$ cat config.mk
export PLATFORM = sky130hd
export DESIGN_NAME = lift_call_encoder
export DESIGN_NICKNAME = d
export VERILOG_FILES = /design/src/rtl/lift_call_encoder.sv
export SDC_FILE = /design/constraint.sdc
export NUM_CORES = 1
export LEC_CHECK = 0
export ABC_AREA = 1
export CAP_MARGIN = 10
export CORE_UTILIZATION = 54
export CTS_CLUSTER_SIZE = 28
export DETAILED_ROUTE_END_ITERATION = 10
export GPL_ROUTABILITY_DRIVEN = 1
export PLACE_DENSITY = 0.76
export SLEW_MARGIN = 40
export SYNTH_ARGS = -nofsm -noshare
export SYNTH_HDL_FRONTEND = slang
export SYNTH_SLANG_ARGS = --single-unit
$ cat constraint.sdc
create_clock -name clk_i -period 7.49 [get_ports clk_i]
set_clock_uncertainty 0.15 [all_clocks]
set_input_delay 1.1235 -clock clk_i [delete_from_list [all_inputs] [get_ports clk_i]]
set_output_delay 1.1235 -clock clk_i [all_outputs]
set_load 0.03 [all_outputs]
$ cat src/rtl/lift_call_encoder.sv
// Hall-call front end: latches up/down presses, issues one pending call round-robin, clears it once the lift parks there.
// Latency: press at edge n shows in pending after n; req_valid rises after edge n+1. req/req_valid/served are registered.
// No backpressure: presses are level-ORed into pending; a held call ends on arrival, timeout or reset.
module lift_call_encoder #(
  parameter int ARRIVE_CYC = 4,
  parameter int TIMEOUT    = 64
) (
  input  logic       clk_i,
  input  logic       rst_n_i,
  input  logic [2:0] btn_up_i,
  input  logic [2:0] btn_dn_i,
  input  logic [1:0] cur_floor_i,
  output logic [2:0] req_o,
  output logic       req_valid_o,
  output logic [5:0] pending_o,
  output logic       served_o
);

  localparam int AW = $clog2(ARRIVE_CYC + 1);
  localparam int WW = $clog2(TIMEOUT + 1);

  typedef enum logic {S_IDLE, S_WAIT} state_t;

  state_t          state_q, state_d;
  logic [5:0]      pending_q, pending_d;
  logic [2:0]      sel_q, sel_d;
  logic [2:0]      rr_q, rr_d;
  logic [AW-1:0]   arr_q, arr_d;
  logic [WW-1:0]   wait_q, wait_d;
  logic [2:0]      req_q, req_d;
  logic            req_vld_q, req_vld_d;
  logic            served_q, served_d;

  logic [5:0]      clr;
  logic            found;
  logic [2:0]      pick;
  logic [2:0]      cand;
  logic            at_target;

  // Pending index -> call code seen by the controller.
  function automatic logic [2:0] code_of(input logic [2:0] idx);
    case (idx)
      3'd0:    code_of = 3'b001;  // 1U
      3'd1:    code_of = 3'b010;  // 2U
      3'd2:    code_of = 3'b011;  // 3U
      3'd3:    code_of = 3'b110;  // 2D
      3'd4:    code_of = 3'b111;  // 3D
      3'd5:    code_of = 3'b100;  // 4D
      default: code_of = 3'b000;
    endcase
  endfunction

  // Pending index -> floor the lift must park at to serve it.
  function automatic logic [1:0] target_of(input logic [2:0] idx);
    case (idx)
      3'd0:       target_of = 2'b00;
      3'd1, 3'd3: target_of = 2'b01;
      3'd2, 3'd4: target_of = 2'b10;
      3'd5:       target_of = 2'b11;
      default:    target_of = 2'b00;
    endcase
  endfunction

  // Next-state, round-robin pick, counters and pending update.
  always_comb begin
    state_d   = state_q;
    sel_d     = sel_q;
    rr_d      = rr_q;
    arr_d     = arr_q;
    wait_d    = wait_q;
    req_d     = req_q;
    req_vld_d = req_vld_q;
    served_d  = 1'b0;
    clr       = 6'b0;
    found     = 1'b0;
    pick      = 3'd0;
    cand      = 3'd0;
    at_target = (cur_floor_i == target_of(sel_q));

    // First set bit starting just after the last call handled.
    for (int off = 1; off <= 6; off++) begin
      cand = 3'(({29'd0, rr_q} + 32'(off)) % 32'd6);
      if (!found && pending_q[cand]) begin
        found = 1'b1;
        pick  = cand;
      end
    end

    case (state_q)
      S_IDLE: begin
        req_d     = 3'b000;
        req_vld_d = 1'b0;
        if (found) begin
          sel_d     = pick;
          req_d     = code_of(pick);
          req_vld_d = 1'b1;
          arr_d     = '0;
          wait_d    = '0;
          state_d   = S_WAIT;
        end
      end
      S_WAIT: begin
        if (at_target) begin
          arr_d = (arr_q == AW'(ARRIVE_CYC)) ? arr_q : arr_q + AW'(1);
        end else begin
          arr_d = '0;
        end
        wait_d = (wait_q == WW'(TIMEOUT)) ? wait_q : wait_q + WW'(1);
        // Arrival is checked first so it wins over a simultaneous timeout.
        if (at_target && (arr_q == AW'(ARRIVE_CYC - 1))) begin
          clr       = 6'b000001 << sel_q;
          served_d  = 1'b1;
          rr_d      = sel_q;
          req_d     = 3'b000;
          req_vld_d = 1'b0;
          state_d   = S_IDLE;
        end else if (wait_q == WW'(TIMEOUT - 1)) begin
          // Abandon for now; the call stays pending and comes round again.
          rr_d      = sel_q;
          req_d     = 3'b000;
          req_vld_d = 1'b0;
          state_d   = S_IDLE;
        end
      end
      default: begin
        state_d   = S_IDLE;
        req_d     = 3'b000;
        req_vld_d = 1'b0;
      end
    endcase

    // A clear beats a press of the same bit: the lift is already there.
    pending_d = (pending_q | {btn_dn_i, btn_up_i}) & ~clr;
  end

  // State and output registers with synchronous active-low reset.
  always_ff @(posedge clk_i) begin
    if (!rst_n_i) begin
      state_q   <= S_IDLE;
      pending_q <= 6'b0;
      sel_q     <= 3'd0;
      rr_q      <= 3'd5;
      arr_q     <= '0;
      wait_q    <= '0;
      req_q     <= 3'b000;
      req_vld_q <= 1'b0;
      served_q  <= 1'b0;
    end else begin
      state_q   <= state_d;
      pending_q <= pending_d;
      sel_q     <= sel_d;
      rr_q      <= rr_d;
      arr_q     <= arr_d;
      wait_q    <= wait_d;
      req_q     <= req_d;
      req_vld_q <= req_vld_d;
      served_q  <= served_d;
    end
  end

  assign req_o       = req_q;
  assign req_valid_o = req_vld_q;
  assign pending_o   = pending_q;
  assign served_o    = served_q;

endmodule

* Word-level counts from Yosys, hierarchy flattened
Cells that the tools add are included.
Storage, ports and cells: bits in registers 28, latch bits 0, bits in writable memories 0, ROM bits 0, output and inout bits 11, word-level logic and storage cells 122, memories 0
Cells by class: add/subtract/negate cells 8, multiply operators 0, div/mod/pow operators 6, order comparisons 6, equality and inequality tests 19, shift operators 1, muxes and demuxes 49, bitwise logic cells 4, reduce and logical (&&, ||, !) cells 20
Operator list (count):
- remainder unit 32 x 3 -> 32 bit (second input constant) | 6
- two-way mux 3 bit | 14
- < comparator 3 x 4 -> 1 bit (second input constant) | 6
- binary-select mux 1 bit (select 3 bit) | 6
- two-way mux 1 bit | 18
- one-hot mux 3 bit (6 select lines) | 1
- == test 3 x 2 -> 1 bit (second input constant) | 5
- == test 3 bit (second input constant) | 5
- two-way mux 7 bit | 2
- one-hot mux 7 bit (2 select lines) | 1
- adder 3 x 3 -> 4 bit (second input constant) | 3
- two-way mux 6 bit | 2
- one-hot mux 3 bit (2 select lines) | 2
- AND reduction 2 bit | 5
- adder 3 x 2 -> 4 bit (second input constant) | 2
- adder 7 x 1 -> 7 bit (second input constant) | 1
- == test 7 x 6 -> 1 bit (second input constant) | 1
- == test 7 bit (second input constant) | 1
- AND 6 bit | 1
- == test 3 x 1 -> 1 bit (second input constant) | 2
- logical AND 1 bit | 6
- NOT 6 bit | 1
- OR 6 bit | 1
- one-hot mux 2 bit (3 select lines) | 1
- other kinds (13) | 20

* Depth between registers and ports, before layout
word-level depth 24, depth in mapped cells 27, mapped depth without buffers 25

* Worst setup path before layout
Ideal clock, no wire load.
path type reg-to-reg, start register rr_q[0], end register wait_q[3], data arrival time 2.708 ns, setup slack 4.517 ns, cell stages (with the launch flop) 23, period minus slack after synthesis 2.973 ns, cells stage by stage dfxtp_1 buf_6 buf_2 inv_1 ha_1 inv_1 nand2_2 nand2_2 ha_1 nor2_1 nand3_1 nand2_2 nand2_2 nand2_1 nand3_1 nand3_2 nand2_4 nor2_8 nand4_2 nand2_4 nand2_4 a21oi_1 nor3_2
Between the ends: longest elaborated chain between the ends 22, elaborated cells on any way between the ends 42
Ends and longest elaborated chain:
- start, declared | RTL line 27 | logic [2:0] rr_q, rr_d;
- start signal, assigned | RTL line 152 | rr_q <= rr_d;
- adder 3 x 1 -> 4 bit | RTL line 82 | cand = 3'(({29'd0, rr_q} + 32'(off)) % 32'd6);
- remainder unit 32 x 3 -> 32 bit | RTL line 82
- binary-select mux 1 bit (select 3 bit) | RTL line 83 | if (!found && pending_q[cand]) begin
- two-way mux 1 bit (implied by the code) | RTL line 83
- two-way mux 1 bit | RTL line 83
- zero test 1 bit | RTL line 83
- logical AND 1 bit | RTL line 83
- two-way mux 1 bit | RTL line 83
- (+6 left out)
- zero test 1 bit | RTL line 83
- logical AND 1 bit | RTL line 83
- two-way mux 1 bit | RTL line 83
- zero test 1 bit | RTL line 83
- logical AND 1 bit | RTL line 83
- two-way mux 1 bit * | RTL line 83
- inequality test 2 bit (no line) *
- AND reduction 2 bit (no line) *
- end signal, assigned | RTL line 154 | wait_q <= wait_d;
- end, declared | RTL line 29 | logic [WW-1:0] wait_q, wait_d;
Every way passes the cells marked *; elsewhere a longest branch is shown, timed or not. The select of a mux whose other input is x is not followed. A chain may end at the register's enable or synchronous reset.

* Worst setup path after layout
start register rr_q[0], end register req_q[1] (netlist: req_o[1])
Between the ends: longest elaborated chain between the ends 24, elaborated cells on any way between the ends 55
Ends and longest elaborated chain:
- adder 3 x 1 -> 4 bit | RTL line 82
- remainder unit 32 x 3 -> 32 bit | RTL line 82
- binary-select mux 1 bit (select 3 bit) | RTL line 83
- two-way mux 1 bit (implied by the code) | RTL line 83
- two-way mux 1 bit | RTL line 83
- zero test 1 bit | RTL line 83
- logical AND 1 bit | RTL line 83
- two-way mux 1 bit | RTL line 83
- (+8 left out)
- two-way mux 1 bit | RTL line 83
- zero test 1 bit | RTL line 83
- logical AND 1 bit | RTL line 83
- two-way mux 3 bit | RTL line 83
- == test 3 bit (tied with other cells) | RTL line 42 | case (idx)
- one-hot mux 3 bit (6 select lines) | RTL line 42
- two-way mux 3 bit * | RTL line 93 | if (found) begin
- one-hot mux 3 bit (2 select lines) * | RTL line 89 | case (state_q)
- end signal, assigned | RTL line 155 | req_q <= req_d;
- end, declared | RTL line 30 | logic [2:0] req_q, req_d;
Marked as above.

==> Implementation_results.wiki <==
{| class="wikitable"
! Metric !! Value
|-
| Run status || finished clean
|-
| Insertion delay to the later sink of the worst-skew pair || 270 ps
|-
| Required time worst endpoint || 7520 ps
|-
| Final Hold Fails || 0
|-
| Async set-reset flop share out of synthesis || 0%
|-
| Ant diodes || 0
|-
| Cells taking the most area after synthesis || dfxtp_1 24%, nand2_1 12%, inv_1 8.6%
|-
| Number of enable-type register cells in the synthesized netlist || 0
|-
| Wirelength, routed || 5.26 mm
|-
| First-pass DRT Iterations || 4
|-
| Cells resized by post-CTS repair || 0
|-
| Total number of placement rows || 23
|-
| Cells after synthesis || 345
|-
| Post-layout min period || 3650 ps
|-
| Top achievable clock speed || 0.274 GHz
|-
| Critical path endpoint category || flop
|-
| Worst hold path endpoint || req_o[1]$_SDFFE_PN0P_
|-
| Vias in the first global route || 2074
|-
| Number of buffers between clock root and the deepest sink || 2
|-
| Cell Area, Synth || 0.00231 mm2
|-
| Final net count || 391
|-
| Critical path peak fanout || 22
|-
| Average cell area after synthesis || 6.69 um2
|-
| Port buffer count || 20
|-
| Ratio of final minimum period to clock period || 48.7%
|-
| Critical path's top delay family || simple AND/OR/NAND/NOR gates
|-
| Via-to-Cell Ratio || 5.35
|-
| Bufs and invs on worst path || 2
|-
| Critical path's slowest cell || dfxtp_1
|-
| DIE AREA || 0.00454 mm2
|-
| CTS Root Cell || clkbuf_8
|-
| Number of DRC violations after detailed-routing iteration 0 || 171
|-
| Power density normalized to cell area || 154 mW/mm2
|-
| Clock Sink Count || 28
|-
| Setup TNS after final layout || 0 ps
|-
| Main flop type after synthesis || dfxtp_1
|-
| Top-level I/O count || 21
|-
| CTS Buf Count || 3
|-
| Hold Path Cell Cnt || 2
|-
| Setup repair after global routing missed its margin || no
|-
| Setup crit start kind || flop
|-
| Reg-to-reg endpoint || req_o[1]$_SDFFE_PN0P_
|-
| Count of state elements after synthesis || 28
|-
| Die height || 67.4 um
|-
| CTS tree || done
|-
| First-pass GRT wire length || 8.96 mm
|-
| Final number of setup-violating endpoints || 0
|-
| Detailed Place HPWL || 4.23 mm
|-
| Crit-path most repeated cell || nand2_2
|-
| Headroom to the max-slew limit || 51.9%
|-
| Number of different library cells in the post-synthesis netlist || 40
|-
| Worst Reg-to-Reg Cells || 22
|-
| Ordered cell list for the critical path || inv_1, ha_1, inv_1, nand2_2, nand2_2, ha_1, nor2_1, nand3_1, nand2_2, nand2_2, nand2_1, nand2_2, nand2_2, nand3_2, nand2_4, nand4_1, nand2_1, nand3_1, nor2_1, nand3_1, nand3_1, nand2_1
|-
| Data arrival time of the worst path || 3680 ps
|-
| Count of hold-fix buffers inserted at cts || 0
|-
| CP max stage delay || 800 ps
|-
| Clock edge transition at the registers on the reported setup and hold paths || 90 ps
|-
| Sequential element share of the synthesized area || 24.3%
|-
| GRT Total Usage || 25.8%
|-
| Cell taking the most area after synthesis || dfxtp_1
|-
| Static Leak || 1.23 nW
|-
| Leftover overflow at the end of global routing || 0
|-
| Initial antenna violation count || 0
|-
| Cell area after layout || 0.00261 mm2
|-
| CTS H-Tree Depth || 1
|-
| Launch point of the worst hold path || req_o[1]$_SDFFE_PN0P_
|-
| Horizontal die dimension || 67.4 um
|-
| DRC violations left || 0
|-
| Worst-margin pin slew || 720 ps
|-
| Portion of synthesized cell area occupied by the leading cell type || 24.3%
|-
| Routed len/inst || 12.7 um
|-
| Placer congestion estimate || 0.847
|-
| Final Max Slew Viols || 0
|-
| Class of the worst hold path || reg2reg
|-
| Core outline area || 0.00406 mm2
|-
| Starting density of the core || 56.9%
|-
| Worst-case vdd ir drop || 124 uV
|-
| Area growth from synthesis to layout || 13.1%
|-
| Post-DRT Antenna Nets || 0
|-
| Worst r2r src || rr_q[0]$_SDFFE_PN1P_
|-
| Classification of the worst setup path || reg2reg
|-
| Setup slack, reg-to-reg || 3840 ps
|-
| Ratio of cells with drive above 1 in the final layout || 15.6%
|-
| Number of warnings issued by yosys || 0
|-
| Maximum number of pins on one net before global-route repair || 23
|-
| Area after DPL || 0.00254 mm2
|-
| Via total after detailed routing || 2222
|-
| Post-CTS Setup Repair Bufs || 0
|-
| Syn_nets || 370
|-
| Total of max-cap violations || 0
|}
metal layers:
metal,vias up,share of wire (%),track usage [%]
met4,0,2.0,7.45
met5,-,0,0
met1,1002,41,29.3
li1,1158,-,-
met2,50,53,49.4
met3,12,3.8,3.38
where the power goes:
part	internal, mW	switching (mW)	leakage, nW	total [mW]
registers	0.161	0.0106	0.230	0.171
clock network	0.0716	0.0465	0.0357	0.118
logic	0.0408	0.0719	0.963	0.113
total	0.273	0.129	1.23	0.402
Yosys cell counts, types with 2 or more instances:
master    number
nand2_1       75
inv_1         53
nand3_1       30
dfxtp_1       28
nor2_1        25
nand2_2       18
ha_1          15
a21oi_1       13
o21ai_0       11
inv_2          9
nand3_2        7
nand4_1        7
nor3_1         5
o211ai_1       5
nand4_2        4
o21ai_1        4
o22ai_1        4
nand2_4        3
o221ai_1       3
buf_6          2
nor2_2         2
nor2_4         2
or2_2          2
xor2_1         2
worst min-delay path, delay by kind of cell (launching register included):
kind	cells	cell delay, ps
DFF	1	320
and+or+nand+nor	2	100
worst max path at each step:
stage                              start                      to  slack [ps]  cells past startpoint
floorplan           rr_q[0]$_SDFFE_PN1P_  wait_q[3]$_SDFFE_PN0P_        4520                     22
global placement    rr_q[0]$_SDFFE_PN1P_   req_o[1]$_SDFFE_PN0P_        4090                     22
detailed placement  rr_q[0]$_SDFFE_PN1P_   req_o[1]$_SDFFE_PN0P_        3900                     22
CTS                 rr_q[0]$_SDFFE_PN1P_   req_o[1]$_SDFFE_PN0P_        3890                     22
global route        rr_q[0]$_SDFFE_PN1P_   req_o[1]$_SDFFE_PN0P_        3490                     22
finish              rr_q[0]$_SDFFE_PN1P_   req_o[1]$_SDFFE_PN0P_        3840                     22
flip-flops by register name, indices dropped and copies added, names as in the netlist:
register,count
wait_q,7
pending_o,6
arr_q,3
req_o,3
rr_q,3
sel_q,3
req_valid_o,1
served_o,1
state_q,1
kinds of logic (layout without fill, tap and decap cells):
group / after synthesis / count (layout) / share of synthesized area, %
buffers and inverters: 68 / 88 / 11.9
XOR/XNOR: 3 / 3 / 1.14
flip-flops: 28 / 28 / 24.3
adder cells (fa/ha/maj): 15 / 15 / 8.13
AND/OR/NAND/NOR: 185 / 185 / 41.9
AO/OA/AOI/OAI: 46 / 46 / 12.7
cell usage in the layout, fill, tap and decap left out, types with 3 or more instances in the layout:
master / count
a21oi_1: 13
clkbuf_8: 3
clkdlybuf4s50_1: 20
dfxtp_1: 28
ha_1: 15
inv_1: 53
inv_2: 9
nand2_1: 75
nand2_2: 18
nand2_4: 3
nand3_1: 30
nand3_2: 7
nand4_1: 7
nand4_2: 4
nor2_1: 25
nor3_1: 5
o211ai_1: 5
o21ai_0: 11
o21ai_1: 4
o221ai_1: 3
o22ai_1: 4
metrics by stage:
stage               hold WS (ps)  power, mW  utilization (%)  std cells  setup WS (ps)
floorplan                    298      0.253                -        345           4520
global placement             290      0.285             62.6        411           4090
detailed placement           298      0.287             62.6        411           3900
CTS                          314      0.405             64.4        415           3890
global route                 342      0.424             64.4        415           3490
finish                       310      0.402             64.4        415           3840
cell type report:
| type | instances | area, um2 |
|---|---|---|
| fillers | 396 | 1450 |
| flip-flops and latches | 28 | 561 |
| repair buffers | 20 | 200 |
| well taps | 50 | 62.6 |
| multi-input cells | 249 | 1480 |
| inverters | 64 | 243 |
| clock inverters | 1 | 30.0 |
| clock buffers | 3 | 41.3 |
Power figures use the tool's default switching activity.
